File: config.mk
export PLATFORM = sky130hd
export DESIGN_NAME = game_over_ctrl_flat
export DESIGN_NICKNAME = d
export VERILOG_FILES = /design/src/rtl/game_over_ctrl_if.sv /design/src/rtl/game_over_ctrl.sv /design/src/flat_wrapper.sv
export SDC_FILE = /design/constraint.sdc
export NUM_CORES = 1
export LEC_CHECK = 0
export BUFFER_PORTS_ARGS = -buffer_cell sky130_fd_sc_hd__buf_4
export CAP_MARGIN = 20
export CORE_MARGIN = 2
export CORE_UTILIZATION = 60
export CTS_CLUSTER_DIAMETER = 120
export DETAILED_ROUTE_END_ITERATION = 8
export MAX_ROUTING_LAYER = met4
export PLACE_DENSITY = 0.79
export SYNTH_ARGS = -nofsm -noshare
export SYNTH_HDL_FRONTEND = slang
export SYNTH_SLANG_ARGS = --single-unit
File: constraint.sdc
create_clock -name clk -period 4.3 [get_ports clk]
set_input_delay 0.43 -clock clk [delete_from_list [all_inputs] [get_ports clk]]
set_output_delay 0.43 -clock clk [all_outputs]
set_load 0.05 [all_outputs]
File: src/rtl/game_over_ctrl_if.sv
// Event and status bundle between the game-state controller and the sprite/banner logic.
// Latency: none (wires only); the controller registers everything it drives.
// Backpressure: none; events are one-cycle pulses or levels and are consumed every cycle.
interface game_over_ctrl_if;
  // Events into the controller
  logic       start_btn;
  logic       player_hit;
  logic       alien_killed;
  logic       alien_landed;
  // Game status out of the controller
  logic       loser;
  logic       winner;
  logic       playing;
  logic       invuln;
  logic       game_reset;
  logic [3:0] lives;
  logic [7:0] aliens_left;

  // Event source / status consumer side
  modport master (
    output start_btn, player_hit, alien_killed, alien_landed,
    input  loser, winner, playing, invuln, game_reset, lives, aliens_left
  );

  // Controller side
  modport slave (
    input  start_btn, player_hit, alien_killed, alien_landed,
    output loser, winner, playing, invuln, game_reset, lives, aliens_left
  );
endinterface

File: src/rtl/game_over_ctrl.sv
// Game-state controller: lives/alien bookkeeping and IDLE/PLAYING/RESPAWN/LOSE/WIN sequencing.
// Latency: one cycle from an input sampled at a clk edge to the registered outputs.
// Backpressure: none; every event is acted on (or deliberately ignored) in the cycle it arrives.
module game_over_ctrl #(
  parameter int unsigned LIVES_INIT    = 3,
  parameter int unsigned ALIEN_COUNT   = 55,
  parameter int unsigned INVULN_CYCLES = 31500000,
  parameter int unsigned HOLD_CYCLES   = 320000000
) (
  input  logic                  clk,
  input  logic                  rst,
  game_over_ctrl_if.slave       gif
);

  typedef enum logic [2:0] {
    S_IDLE    = 3'd0,
    S_PLAYING = 3'd1,
    S_RESPAWN = 3'd2,
    S_LOSE    = 3'd3,
    S_WIN     = 3'd4
  } state_t;

  // Timers count down to zero, so the load value is one less than the dwell time.
  localparam logic [31:0] INVULN_LOAD = 32'(INVULN_CYCLES - 1);
  localparam logic [31:0] HOLD_LOAD   = 32'(HOLD_CYCLES - 1);
  localparam logic [3:0]  LIVES_LOAD  = 4'(LIVES_INIT);
  localparam logic [7:0]  ALIEN_LOAD  = 8'(ALIEN_COUNT);

  state_t      state_q, state_d;
  logic [3:0]  lives_q, lives_d;
  logic [7:0]  aliens_q, aliens_d;
  logic [31:0] timer_q, timer_d;
  logic        start_prev_q;
  logic        game_reset_d;
  logic        loser_q, winner_q, playing_q, invuln_q, game_reset_q;

  logic        start_edge;
  logic [7:0]  aliens_after_kill;
  logic        hit_lethal;
  logic        hit_nonlethal;

  // start_prev resets high so a button held through reset release is not an edge.
  assign start_edge = gif.start_btn & ~start_prev_q;

  // Kill bookkeeping and hit classification shared by the in-game states.
  always_comb begin
    aliens_after_kill = aliens_q;
    if (gif.alien_killed && (aliens_q != 8'd0)) begin
      aliens_after_kill = aliens_q - 8'd1;
    end
    // Hits only count in PLAYING; RESPAWN is the invulnerable window.
    hit_lethal    = (state_q == S_PLAYING) && gif.player_hit && (lives_q <= 4'd1);
    hit_nonlethal = (state_q == S_PLAYING) && gif.player_hit && (lives_q >  4'd1);
  end

  // Next-state and counter logic; LOSE outranks WIN, WIN outranks a survivable hit.
  always_comb begin
    state_d      = state_q;
    lives_d      = lives_q;
    aliens_d     = aliens_q;
    timer_d      = timer_q;
    game_reset_d = 1'b0;

    case (state_q)
      S_IDLE: begin
        if (start_edge) begin
          state_d      = S_PLAYING;
          lives_d      = LIVES_LOAD;
          aliens_d     = ALIEN_LOAD;
          game_reset_d = 1'b1;
        end
      end

      S_PLAYING, S_RESPAWN: begin
        aliens_d = aliens_after_kill;
        if (gif.alien_landed || hit_lethal) begin
          state_d = S_LOSE;
          lives_d = 4'd0;
          timer_d = HOLD_LOAD;
        end else if (aliens_after_kill == 8'd0) begin
          // A simultaneous survivable hit still costs a life.
          state_d = S_WIN;
          timer_d = HOLD_LOAD;
          if (hit_nonlethal) begin
            lives_d = lives_q - 4'd1;
          end
        end else if (hit_nonlethal) begin
          state_d = S_RESPAWN;
          lives_d = lives_q - 4'd1;
          timer_d = INVULN_LOAD;
        end else if (state_q == S_RESPAWN) begin
          if (timer_q == 32'd0) begin
            state_d = S_PLAYING;
          end else begin
            timer_d = timer_q - 32'd1;
          end
        end
      end

      S_LOSE, S_WIN: begin
        if (timer_q == 32'd0) begin
          state_d = S_IDLE;
        end else begin
          timer_d = timer_q - 32'd1;
        end
      end

      default: begin
        state_d = S_IDLE;
      end
    endcase
  end

  // State, counters and the start-button history.
  always_ff @(posedge clk or posedge rst) begin
    if (rst) begin
      state_q      <= S_IDLE;
      lives_q      <= 4'd0;
      aliens_q     <= 8'd0;
      timer_q      <= 32'd0;
      start_prev_q <= 1'b1;
    end else begin
      state_q      <= state_d;
      lives_q      <= lives_d;
      aliens_q     <= aliens_d;
      timer_q      <= timer_d;
      start_prev_q <= gif.start_btn;
    end
  end

  // Status flags registered from the next state so they line up with it exactly.
  always_ff @(posedge clk or posedge rst) begin
    if (rst) begin
      loser_q      <= 1'b0;
      winner_q     <= 1'b0;
      playing_q    <= 1'b0;
      invuln_q     <= 1'b0;
      game_reset_q <= 1'b0;
    end else begin
      loser_q      <= (state_d == S_LOSE);
      winner_q     <= (state_d == S_WIN);
      playing_q    <= (state_d == S_PLAYING) || (state_d == S_RESPAWN);
      invuln_q     <= (state_d == S_RESPAWN);
      game_reset_q <= game_reset_d;
    end
  end

  assign gif.loser       = loser_q;
  assign gif.winner      = winner_q;
  assign gif.playing     = playing_q;
  assign gif.invuln      = invuln_q;
  assign gif.game_reset  = game_reset_q;
  assign gif.lives       = lives_q;
  assign gif.aliens_left = aliens_q;

endmodule

File: src/flat_wrapper.sv
// flat-port wrapper written by rule: the top's interface ports become plain ports
module game_over_ctrl_flat 
#(
  parameter int unsigned LIVES_INIT    = 3,
  parameter int unsigned ALIEN_COUNT   = 55,
  parameter int unsigned INVULN_CYCLES = 31500000,
  parameter int unsigned HOLD_CYCLES   = 320000000
)
  (clk, rst, gif_start_btn, gif_player_hit, gif_alien_killed, gif_alien_landed, gif_loser, gif_winner, gif_playing, gif_invuln, gif_game_reset, gif_lives, gif_aliens_left);
  game_over_ctrl_if gif_i ();
  input  logic clk;
  input  logic rst;
  input wire logic [$bits(gif_i.start_btn)-1:0] gif_start_btn;
  input wire logic [$bits(gif_i.player_hit)-1:0] gif_player_hit;
  input wire logic [$bits(gif_i.alien_killed)-1:0] gif_alien_killed;
  input wire logic [$bits(gif_i.alien_landed)-1:0] gif_alien_landed;
  output wire logic [$bits(gif_i.loser)-1:0] gif_loser;
  output wire logic [$bits(gif_i.winner)-1:0] gif_winner;
  output wire logic [$bits(gif_i.playing)-1:0] gif_playing;
  output wire logic [$bits(gif_i.invuln)-1:0] gif_invuln;
  output wire logic [$bits(gif_i.game_reset)-1:0] gif_game_reset;
  output wire logic [$bits(gif_i.lives)-1:0] gif_lives;
  output wire logic [$bits(gif_i.aliens_left)-1:0] gif_aliens_left;
  assign gif_i.start_btn = gif_start_btn;
  assign gif_i.player_hit = gif_player_hit;
  assign gif_i.alien_killed = gif_alien_killed;
  assign gif_i.alien_landed = gif_alien_landed;
  assign gif_loser = gif_i.loser;
  assign gif_winner = gif_i.winner;
  assign gif_playing = gif_i.playing;
  assign gif_invuln = gif_i.invuln;
  assign gif_game_reset = gif_i.game_reset;
  assign gif_lives = gif_i.lives;
  assign gif_aliens_left = gif_i.aliens_left;
  game_over_ctrl #(.LIVES_INIT(LIVES_INIT), .ALIEN_COUNT(ALIEN_COUNT), .INVULN_CYCLES(INVULN_CYCLES), .HOLD_CYCLES(HOLD_CYCLES)) u_core (.clk(clk), .rst(rst), .gif(gif_i));
endmodule
==> results.md, run 1 <==
- Maximum number of pins on one net before global-route repair: 54
- Maximum root-to-sink buffer count: 2
- Final hold vios: 0
- Number of design rule violations left after detail routing: 0
- Setup slack, reg-to-reg: 0.85 ns
- Clk pwr share: 0.146
- Resized Gates After CTS: 0
- Register-to-Register Path Depth: 9
- Number of search-and-repair iterations in the first detailed-routing pass: 5
- Number of antenna violations at the first check in global routing: 0
- Number of port buffers: 22
- Skew-Pair Late Insertion Delay: approximately 0.30 ns
- Reported max-cap violation count: 0
- Max-slew violation total from the final report: 0
- Overall die area: around 5900 um^2
- Longest individual stage delay on the worst path: roughly 0.56 ns
- Beginning of the critical path: u_core.gif.aliens_left[0]$_DFFE_PP0P_
- Average detailed-routed wire length per instance: roughly 17 um
- Cell taking the most area after synthesis: sky130_fd_sc_hd__dfrtp_1
- Portion of total power attributed to combinational logic: 0.491
- Startpoint of the worst-slack reg-to-reg timing path: u_core.gif.aliens_left[0]$_DFFE_PP0P_
- Average size of a mapped cell: 8.64 um^2
- First-pass GRT wire length: ~13 mm
- Share of synthesized area occupied by flip-flops and latches: 0.415
- CP cell instances: inv_1 > ha_1 > nor3b_1 > nor4_1 > a2111o_1 > o31a_1 > buf_4 > or4_1 > a21oi_1
- # rows: 26
- Filler Cell Count: 437
- Nature of the critical path startpoint: flip-flop
- Reported leakage power: 1.42 nW
- Cell variety after synth: 60
- Die X: ~77 um
- Kind of capture point of the worst setup path: flip-flop
- Number of post-CTS setup repair buffers: 0
- Sequential share of power: 0.364
- Hold WC Path Type: in -> reg
- Buffer cell driving the clock tree root: sky130_fd_sc_hd__clkbuf_8
- Met2 global-route usage: 0.424
- Fraction of final layout cells with drive strength greater than 1: 0.140
- Global routing usage on met1: 0.401
- Shortest period the worst path allows: 3.45 ns
- Yosys warnings: 0
- Fmax: 290 MHz
- Count of endpoints failing setup in the final report: 0
- Clock slew at the register clock pins of the worst setup and hold paths: 0.10 ns
- Max FO, Critical Path: 26
- Int Power: around 1.1 mW
- Share of the synthesized area in the top cell type: 0.407
- Share of synthesized registers carrying an async set or reset: 1.00
- Number of violations reported at the end of detailed-routing iteration 0: 241
- Run status: finished clean
- Cell count after synthesis: 370
- Top post-synthesis cells by area: sky130_fd_sc_hd__dfrtp_1 (41%), sky130_fd_sc_hd__a21oi_1 (5.0%), sky130_fd_sc_hd__o21ai_0 (4.5%)
- Post-layout net count: 401
- H-Tree Depth: 2
- Hold-fix buffer count after cts: 0
- Pwr per Cell Area: between 500 and 600 nW/um^2
- Dpl hpwl: 5.40 mm
- Clock tree from TritonCTS: built
- EDFF count, synth: 0
- Vias in the first global route: about 2800
- Synth Net Count: 380
- Tightest slew margin relative to the limit: 0.393
- Slowest CP cell: sky130_fd_sc_hd__o31a_1
- CP endpoint: u_core.timer_q[26]$_DFFE_PP0P_
- GRT Util Overall: 0.282
- Antenna diode count: 0
- Data arrival time of the critical path: between 3 and 4 ns
- Synth-to-layout area growth: 11.1%
- GRT busiest layer: met2
- IR drop worst, VDD: ~440 uV
- Grt ovf: 0
- Setup Total Neg Slack: 0 ns
- Switching power as a share of total power: 0.461
- IO Pins: 23
- Number of antenna-violating nets in the routed design: 0
- Starting utilization of the core area: 0.622
- Critical Path RT: 4.54 ns
- Smallest hold slack: ~0.24 ns
- # clock sinks: 53
- Part of the cycle the worst path needs: 0.802
- Post-synth top flop: sky130_fd_sc_hd__dfrtp_1
- Net Sw Power: 964 uW
- End of the worst register-to-register path: u_core.timer_q[26]$_DFFE_PP0P_
- Placeable core area: approximately 5100 um^2
- Crit Path Category: reg -> reg
- Synth Cell Area: 3200 um^2
- Met3 capacity usage during global routing: 0.0424
- Wirelength, routed: roughly 8 mm
- Cts bufs inserted: 5
- Unrepaired setup endpoints after global routing: false
- Routability-driven placement congestion ratio: 0.878
- Flip-flop and latch count after synthesis: 53
- Die Y-Extent: between 70 and 80 um
- Transition time at the pin with the least slew margin: 0.908 ns
- Via density per instance: 6.60
- Total via count in the routed design: 3047
- Worst-case clock skew: 0.00926 ns
==> cells in the final DEF, fill, tap and decap left out, drive strengths merged, types with 3 or more instances in the layout <==
cell type  netlist  layout
a21boi           4       4
a21oi           32      32
a31oi            8       8
a41oi            3       3
and2             5       5
and3             7       7
and4             5       5
buf              2      31
clkbuf          15       7
dfrtp           52      52
ha               4       4
inv             11      11
nand2           21      21
nand3           10      10
nand4            5       5
nor2            37      37
nor2b            3       3
nor3            19      19
nor4            14      14
o211ai           3       3
o21a             4       4
o21ai           29      29
o21bai           4       4
o2bb2ai          4       4
o31a             4       4
o31ai            8       8
o41ai            3       3
or2              4       4
or3             10      10
or4              4       4
==> Yosys cell counts, drive strengths merged (2+ instances only) <==
library cell	count
nor3b	2
nand2b	2
o41ai	3
and4	5
a41oi	3
o31ai	8
o2bb2ai	4
a21o	2
or4	4
nor4bb	2
a31o	2
a21bo	2
nor2	37
and3	7
a21oi	32
nand3	10
nor3	19
dfrtp	52
inv	11
ha	4
o211ai	3
buf	2
or2	4
o21a	4
nand2	21
a31oi	8
and2	5
a21boi	4
nand4	5
clkbuf	15
nor2b	3
o22a	2
nor4	14
or3	10
o31a	4
or3b	2
nand4b	2
o21bai	4
or4b	2
o21ai	29
==> logic make-up (layout without fill, tap and decap cells) <==
| group | count (synthesis) | after routing | share of synthesized area |
|---|---|---|---|
| multiplexers | 2 | 2 | 0.00666 |
| flip-flops | 53 | 53 | 0.415 |
| buffers and inverters | 28 | 50 | 0.0337 |
| adder cells (fa/ha/maj) | 4 | 4 | 0.0157 |
| AO/OA/AOI/OAI | 122 | 122 | 0.249 |
| XOR/XNOR | 2 | 2 | 0.00548 |
| AND/OR/NAND/NOR | 159 | 159 | 0.274 |
==> worst min-delay path by stage <==
stage / from / to / slack (ns) / cells past startpoint
floorplan: gif_start_btn / u_core.start_prev_q$_DFF_PP1_ / 0.43 / 0
global placement: u_core.timer_q[14]$_DFFE_PP0P_ / u_core.timer_q[14]$_DFFE_PP0P_ / 0.50 / 1
detailed placement: u_core.timer_q[14]$_DFFE_PP0P_ / u_core.timer_q[14]$_DFFE_PP0P_ / 0.51 / 1
CTS: gif_start_btn / u_core.start_prev_q$_DFF_PP1_ / 0.23 / 1
global route: gif_start_btn / u_core.start_prev_q$_DFF_PP1_ / 0.22 / 1
finish: gif_start_btn / u_core.start_prev_q$_DFF_PP1_ / 0.24 / 1
==> power groups by stage <==
stage               sequential (mW)  clock (mW)  combinational (mW)
CTS                           0.757       0.311                1.02
finish                        0.761       0.304                1.03
detailed placement            0.768           0                1.01
global route                  0.783       0.327                1.12
global placement              0.758           0               0.987
floorplan                     0.906           0               0.591
==> state kept, by name (all words and copies together), names as in the netlist <==
| name | flops |
|---|---|
| u_core.gif.lives | 4 |
| u_core.gif.invuln | 1 |
| u_core.gif.aliens_left | 8 |
| u_core.state_q | 3 |
| u_core.gif.winner | 1 |
| u_core.gif.playing | 1 |
| u_core.gif.game_reset | 1 |
| u_core.gif.loser | 1 |
| u_core.timer_q | 32 |
| u_core.start_prev_q | 1 |
==> layer usage <==
| layer | vias to the layer above | wire, um |
|---|---|---|
| met3 | 9 | 518 |
| met5 | - | 0 |
| met4 | 0 | 85 |
| met1 | 1462 | 3670 |
| li1 | 1454 | - |
| met2 | 122 | 3520 |
==> critical path: cells and delay by family, from the launching register on <==
family / cells / cell delay (ns)
fa+ha+maj: 1 / 0.24
flops: 1 / 0.44
simple gates: 3 / 1.12
buf+inv: 2 / 0.38
compound gates: 3 / 1.22
==> per-stage QoR <==
stage	util	worst slack [ns]	cells	instance area (um^2)	power (mW)
CTS	0.691	0.850	462	3550	2.09
global route	0.691	0.591	462	3550	2.24
finish	0.691	0.851	462	3550	2.09
floorplan	-	1.32	370	3200	1.50
detailed placement	0.671	0.883	454	3450	1.78
global placement	0.671	1.11	454	3450	1.75
==> final cells by class <==
class / instances / area [um^2] / share of cell area
clock buffers: 7 / 96.3 / 0.0271
clock inverters: 1 / 5.00 / 0.00141
inverters: 11 / 41.3 / 0.0116
multi-input cells: 289 / 1760 / 0.496
flip-flops and latches: 53 / 1330 / 0.374
well taps: 70 / 87.6 / 0.0247
repair buffers: 31 / 233 / 0.0655
Note: power is estimated with default switching activity, not from simulation.
==> run 2, diff against run 1 <==
--- a/config.mk
+++ b/config.mk
@@ -8,11 +8,11 @@
 export BUFFER_PORTS_ARGS = -buffer_cell sky130_fd_sc_hd__buf_4
 export CAP_MARGIN = 20
 export CORE_MARGIN = 2
-export CORE_UTILIZATION = 60
+export CORE_UTILIZATION = 54
 export CTS_CLUSTER_DIAMETER = 120
 export DETAILED_ROUTE_END_ITERATION = 8
 export MAX_ROUTING_LAYER = met4
-export PLACE_DENSITY = 0.79
+export PLACE_DENSITY = 0.75
 export SYNTH_ARGS = -nofsm -noshare
 export SYNTH_HDL_FRONTEND = slang
 export SYNTH_SLANG_ARGS = --single-unit
==> constraint.sdc (replaced) <==
create_clock -name clk -period 3.11 [get_ports clk]
set_input_delay 0.311 -clock clk [delete_from_list [all_inputs] [get_ports clk]]
set_output_delay 0.311 -clock clk [all_outputs]
set_load 0.05 [all_outputs]
==> results.md, run 2 (synthesis gave the netlist of run 1 again) <==
- Run status: finished clean
- Transition time at the pin with the least slew margin: approximately 0.64 ns
- Setup slack, reg-to-reg: 0.19 ns
- Number of search-and-repair iterations in the first detailed-routing pass: 4
- Die Y-Extent: 80.9 um
- Number of violations reported at the end of detailed-routing iteration 0: 249
- Data arrival time of the critical path: ~3.2 ns
- Dpl hpwl: 5.56 mm
- Final hold vios: 0
- Number of design rule violations left after detail routing: 0
- Die X: 80.9 um
- Pwr per Cell Area: 796 nW/um^2
- Global routing usage on met1: 0.365
- Kind of capture point of the worst setup path: flip-flop
- Fmax: 343 MHz
- Smallest hold slack: between 0.1 and 0.15 ns
- # clock sinks: 53
- Average detailed-routed wire length per instance: about 17 um
- IO Pins: 23
- Worst-case clock skew: 0.00678 ns
- Maximum root-to-sink buffer count: 2
- Nature of the critical path startpoint: flip-flop
- Wirelength, routed: 7.91 mm
- Hold WC Path Type: in -> reg
- Tightest slew margin relative to the limit: 0.574
- Part of the cycle the worst path needs: 0.939
- Number of antenna-violating nets in the routed design: 0
- Met2 global-route usage: 0.420
- Max-slew violation total from the final report: 0
- Critical Path RT: 3.36 ns
- Reported leakage power: ~1.5 nW
- Antenna diode count: 0
- GRT busiest layer: met2
- Grt ovf: 0
- GRT Util Overall: 0.268
- Shortest period the worst path allows: 2.92 ns
- Overall die area: 6550 um^2
- Fraction of final layout cells with drive strength greater than 1: 0.166
- Synth-to-layout area growth: 14.1%
- Area of combinational cells with multiple inputs: 1770 um^2
- Number of post-CTS setup repair buffers: 0
- Setup Total Neg Slack: 0 ns
- Routability-driven placement congestion ratio: 0.862
- Crit Path Category: reg -> reg
- # rows: 28
- First-pass GRT wire length: 13.5 mm
- Largest Register: u_core.timer_q
- Met3 capacity usage during global routing: 0.0378
- Clock tree from TritonCTS: built
- Skew-Pair Late Insertion Delay: 0.31 ns
- Count of endpoints failing setup in the final report: 0
- Total via count in the routed design: 3052
- Reported max-cap violation count: 0
- Most common library cell in the layout ignoring fill and taps: sky130_fd_sc_hd__dfrtp_1
- Unrepaired setup endpoints after global routing: false
- Flip-flop count of the largest register, all copies and words added: 32
- Vias in the first global route: around 3000
- IR drop worst, VDD: between 400 and 500 uV
- Number of port buffers: 22
- H-Tree Depth: 2
- Total area of sequential cells: 1330 um^2
- Starting utilization of the core area: 0.549
- Most used cells in the layout excluding fill and tap cells: sky130_fd_sc_hd__dfrtp_1 (51), sky130_fd_sc_hd__buf_4 (40), sky130_fd_sc_hd__nor2_1 (37)
- Cts bufs inserted: 5
- Max FO, Critical Path: 36
- Filler Cell Count: 520
- Buffer cell driving the clock tree root: sky130_fd_sc_hd__clkbuf_8
- Maximum number of pins on one net before global-route repair: 37
- Placeable core area: 5820 um^2
- Via density per instance: 6.38
- Number of antenna violations at the first check in global routing: 0
- Post-layout net count: 412
- Clock slew at the register clock pins of the worst setup and hold paths: 0.10 ns
==> run 2: cell count changes in the layout (fill, tap and decap cells not counted) <==
cell / delta
sky130_fd_sc_hd__buf_12: +1
sky130_fd_sc_hd__buf_4: +9
sky130_fd_sc_hd__clkbuf_8: -2
sky130_fd_sc_hd__clkinv_2: +1
sky130_fd_sc_hd__clkinvlp_4: +1
sky130_fd_sc_hd__dfrtp_1: -1
sky130_fd_sc_hd__dfrtp_2: +1
sky130_fd_sc_hd__dlygate4sd3_1: +1
sky130_fd_sc_hd__nor3b_1: -1
sky130_fd_sc_hd__nor3b_2: +1
==> run 2: critical path, stage by stage (launching register included) <==
cell and delay, ns:
sky130_fd_sc_hd__dfrtp_2 0.42, sky130_fd_sc_hd__inv_1 0.05, sky130_fd_sc_hd__ha_1 0.25, sky130_fd_sc_hd__nor3b_2 0.20, sky130_fd_sc_hd__a21bo_2 0.25, sky130_fd_sc_hd__a2111o_1 0.52, sky130_fd_sc_hd__o31a_1 0.31, sky130_fd_sc_hd__buf_12 0.18
sky130_fd_sc_hd__or4_1 0.51, sky130_fd_sc_hd__a21oi_1 0.16
==> run 2: final timing paths <==
check,depth (start not counted),start,to
min reg2reg,1,u_core.gif.aliens_left[0]$_DFFE_PP0P_,u_core.gif.aliens_left[0]$_DFFE_PP0P_
min in group asynchronous,3,rst,u_core.timer_q[13]$_DFFE_PP0P_
max in group asynchronous,4,rst,u_core.gif.playing$_DFF_PP0_
max,9,u_core.gif.aliens_left[0]$_DFFE_PP0P_,u_core.timer_q[26]$_DFFE_PP0P_
max reg2reg,9,u_core.gif.aliens_left[0]$_DFFE_PP0P_,u_core.timer_q[26]$_DFFE_PP0P_
min,1,gif_start_btn,u_core.start_prev_q$_DFF_PP1_
==> run 2: timing repair <==
item,CTS,global route
hold endpoints to repair,17,0
endpoints found under the setup margin,0,11
gates resized for setup,0,2
hold buffers,1,0
==> run 2: layer usage <==
metal,up-vias,part of all wire
li1,1467,-
met3,8,0.037
met1,1501,0.47
met4,0,0.010
met2,76,0.48
met5,-,0
==> run 2: metrics by stage <==
stage	cells	setup WS, ns	util	area [um^2]	total power [mW]
floorplan	370	0.128	-	3200	2.07
global placement	469	0.259	0.609	3540	2.46
detailed placement	469	0.105	0.609	3540	2.51
CTS	478	0.0656	0.626	3640	2.91
global route	478	0.0284	0.627	3650	3.12
finish	478	0.190	0.627	3650	2.90
==> run 2: where the power goes <==
part / switching [mW] / leakage (nW) / internal [mW] / total [mW]
logic: 0.932 / 0.812 / 0.535 / 1.47
registers: 0.180 / 0.614 / 0.861 / 1.04
clock network: 0.238 / 0.0439 / 0.156 / 0.395
==> run 2: layout make-up <==
cell class / instances / share of cell area
clock buffers: 5 / 0.0189
clock inverters: 3 / 0.00480
inverters: 11 / 0.0113
multi-input cells: 289 / 0.484
flip-flops and latches: 53 / 0.364
well taps: 75 / 0.0257
repair buffers: 42 / 0.0906
==> run 3, diff against run 2 <==
--- a/config.mk
+++ b/config.mk
@@ -5,14 +5,14 @@
 export SDC_FILE = /design/constraint.sdc
 export NUM_CORES = 1
 export LEC_CHECK = 0
+export ABC_AREA = 1
 export BUFFER_PORTS_ARGS = -buffer_cell sky130_fd_sc_hd__buf_4
 export CAP_MARGIN = 20
-export CORE_MARGIN = 2
-export CORE_UTILIZATION = 54
-export CTS_CLUSTER_DIAMETER = 120
+export CORE_MARGIN = 3
+export CORE_UTILIZATION = 56
 export DETAILED_ROUTE_END_ITERATION = 8
 export MAX_ROUTING_LAYER = met4
-export PLACE_DENSITY = 0.75
+export PLACE_DENSITY = 0.77
 export SYNTH_ARGS = -nofsm -noshare
 export SYNTH_HDL_FRONTEND = slang
 export SYNTH_SLANG_ARGS = --single-unit
==> results.md, run 3 <==
- Clk pwr share: 0.104
- Number of violations reported at the end of detailed-routing iteration 0: roughly 310
- Average size of a mapped cell: 6.23 um^2
- Cts bufs inserted: 5
- Most instantiated library cell after synthesis: sky130_fd_sc_hd__nand2_1
- Buffer cell driving the clock tree root: sky130_fd_sc_hd__clkbuf_8
- Shortest period the worst path allows: 2.79 ns
- IR drop worst, VDD: 632 uV
- Flip-flop and latch count after synthesis: 53
- GRT Util Overall: 0.262
- # clock sinks: 53
- Int Power: 2.09 mW
- Number of design rule violations left after detail routing: 0
- Transition time at the pin with the least slew margin: 0.616 ns
- Share of synthesized area occupied by flip-flops and latches: 0.332
- Vias in the first global route: around 3800
- Fraction of final layout cells with drive strength greater than 1: 0.0894
- Hold WC Path Type: in -> async
- Grt ovf: 0
- Kind of capture point of the worst setup path: flip-flop
- Instance count after placement with tap cells included: 747
- Wirelength, routed: 10.2 mm
- Average detailed-routed wire length per instance: about 13 um
- Smallest hold slack: 0.0390 ns
- Post-layout net count: 669
- Non-filler instance count after layout: 756
- Number of antenna-violating nets in the routed design: 0
- Unrepaired setup endpoints after global routing: false
- Die X: between 90 and 100 um
- Final hold vios: 0
- Maximum root-to-sink buffer count: 2
- Part of the cycle the worst path needs: 0.896
- Share of the synthesized area in the top cell type: 0.326
- Reported leakage power: about 2.3 nW
- Switching power as a share of total power: 0.543
- Cell taking the most area after synthesis: sky130_fd_sc_hd__dfrtp_1
- Crit Path Category: reg -> reg
- Count of endpoints failing setup in the final report: 0
- Clock slew at the register clock pins of the worst setup and hold paths: 0.10 ns
- Maximum number of pins on one net before global-route repair: 54
- Synth Cell Area: 4000 um^2
- Net Sw Power: 2.49 mW
- Total via count in the routed design: 4123
- Cell count after synthesis: between 600 and 700
- Synth Net Count: about 650
- Antenna diode count: 0
- Die Y-Extent: 90.5 um
- # rows: 30
- Dpl hpwl: 7.40 mm
- Tightest slew margin relative to the limit: 0.587
- Sequential share of power: 0.270
- Portion of total power attributed to combinational logic: 0.626
- Pwr per Cell Area: between 1000 and 1500 nW/um^2
- Overall die area: 8190 um^2
- Most common library cell in the layout ignoring fill and taps: sky130_fd_sc_hd__nand2_1
- Cell variety after synth: 33
- Fmax: 359 MHz
- List of most frequent post-synthesis cells: sky130_fd_sc_hd__nand2_1 (232), sky130_fd_sc_hd__nor2_1 (75), sky130_fd_sc_hd__inv_1 (64)
- Post-synth top flop: sky130_fd_sc_hd__dfrtp_1
- Number of antenna violations at the first check in global routing: 0
- Top post-synthesis cells by area: sky130_fd_sc_hd__dfrtp_1 (33%), sky130_fd_sc_hd__nand2_1 (22%), sky130_fd_sc_hd__nor2_1 (7.0%)
- Data arrival time of the critical path: 3.00 ns
- Clock tree from TritonCTS: built
- Max-slew violation total from the final report: 0
- Synth-to-layout area growth: 9.55%
- Most used cells in the layout excluding fill and tap cells: sky130_fd_sc_hd__nand2_1 (232), sky130_fd_sc_hd__nor2_1 (75), sky130_fd_sc_hd__inv_1 (63)
- Flip-flop count of the largest register, all copies and words added: 32
- Skew-Pair Late Insertion Delay: 0.31 ns
- Largest Register: u_core.timer_q
- Number of port buffers: 22
- Number of search-and-repair iterations in the first detailed-routing pass: 5
- First-pass GRT wire length: 17.4 mm
- Register-to-Register Path Depth: 17
- Share of synthesized registers carrying an async set or reset: 1.00
- H-Tree Depth: 2
- Starting utilization of the core area: 0.582
- Reported max-cap violation count: 0
- EDFF count, synth: 0
- Via density per instance: 5.45
- Placeable core area: 6870 um^2
- Critical Path RT: between 3 and 4 ns
- Run status: finished clean
- Max FO, Critical Path: 26
- Setup Total Neg Slack: 0 ns
- Worst-case clock skew: 0.00818 ns
- Yosys warnings: 0
- Post-route cell area: 4380 um^2
- IO Pins: 23
- Area post-placement: 4240 um^2
- Routability-driven placement congestion ratio: 1.05
- Nature of the critical path startpoint: flip-flop
-- run 3: cells by family after synthesis --
kind of cell | count (synthesis) | share of synthesized area
simple gates | 407 | 0.435
fa+ha+maj | 4 | 0.0125
compound gates | 72 | 0.0952
buf+inv | 89 | 0.0902
flops | 53 | 0.332
xor+xnor | 16 | 0.0351
-- run 3: path summary, 6_finish.rpt --
kind                                                       startpoint                         endpoint  slack (ns)
worst min-delay path                                              rst      u_core.gif.invuln$_DFF_PP0_        0.04
worst max-delay path            u_core.gif.aliens_left[0]$_DFFE_PP0P_    u_core.timer_q[8]$_DFFE_PP0P_        0.32
max in group asynchronous                                         rst   u_core.timer_q[15]$_DFFE_PP0P_        2.53
min in group clk                                        gif_start_btn    u_core.start_prev_q$_DFF_PP1_        0.10
worst max register to register  u_core.gif.aliens_left[0]$_DFFE_PP0P_    u_core.timer_q[8]$_DFFE_PP0P_        0.32
worst min register to register        u_core.gif.lives[2]$_DFFE_PP0P_  u_core.gif.lives[2]$_DFFE_PP0P_        0.51
-- run 3: area by class of cell --
| cell class | instances | area, um^2 |
|---|---|---|
| clock buffers | 6 | 72.6 |
| clock inverters | 2 | 38.8 |
| fillers | 649 | 2490 |
| inverters | 68 | 258 |
| multi-input cells | 499 | 2310 |
| flip-flops and latches | 53 | 1330 |
| well taps | 96 | 120 |
| repair buffers | 32 | 253 |
-- run 3: timing repair --
action                     in CTS  in global routing
gates resized for setup         0                  2
setup buffers                   0                  0
setup endpoints to repair       0                 28
hold buffers                    0                  0
-- run 3: worst max-delay path, stage by stage (launching register included) --
cell and delay [ns]:
sky130_fd_sc_hd__dfrtp_1 0.42, sky130_fd_sc_hd__inv_1 0.15, sky130_fd_sc_hd__ha_1 0.28, sky130_fd_sc_hd__nand2_1 0.12, sky130_fd_sc_hd__inv_2 0.05, sky130_fd_sc_hd__nand2_1 0.07
sky130_fd_sc_hd__nand2_2 0.12, sky130_fd_sc_hd__nand2_1 0.06, sky130_fd_sc_hd__nand2_1 0.10, sky130_fd_sc_hd__inv_1 0.05, sky130_fd_sc_hd__nand3_1 0.08, sky130_fd_sc_hd__nor2_2 0.05
sky130_fd_sc_hd__nand2_4 0.25, sky130_fd_sc_hd__nand2_1 0.18, sky130_fd_sc_hd__nand2_1 0.39, sky130_fd_sc_hd__o21ai_0 0.16, sky130_fd_sc_hd__nand2_1 0.09, sky130_fd_sc_hd__nand2_1 0.05
-- run 3: metal layers --
metal,global-route usage,vias up,share of wire,routed length [um]
met4,0.0765,0,0.013,137
met2,0.413,134,0.46,4700
met3,0.0333,16,0.065,667
met1,0.354,1885,0.46,4700
li1,-,2088,-,-
met5,-,-,0,0
-- run 3: metrics by stage --
step / power [mW] / worst slack, ns / util
floorplan: 3.45 / 0.639 / -
global placement: 4.01 / 0.394 / 0.618
detailed placement: 4.08 / 0.246 / 0.618
CTS: 4.57 / 0.234 / 0.634
global route: 5.06 / 0.0786 / 0.637
finish: 4.58 / 0.323 / 0.637
-- run 3: power by group through the flow --
stage	clock (mW)	combinational [mW]	sequential, mW
floorplan	0	1.98	1.46
global placement	0	2.78	1.24
detailed placement	0	2.84	1.24
CTS	0.490	2.85	1.23
global route	0.512	3.28	1.27
finish	0.478	2.87	1.24
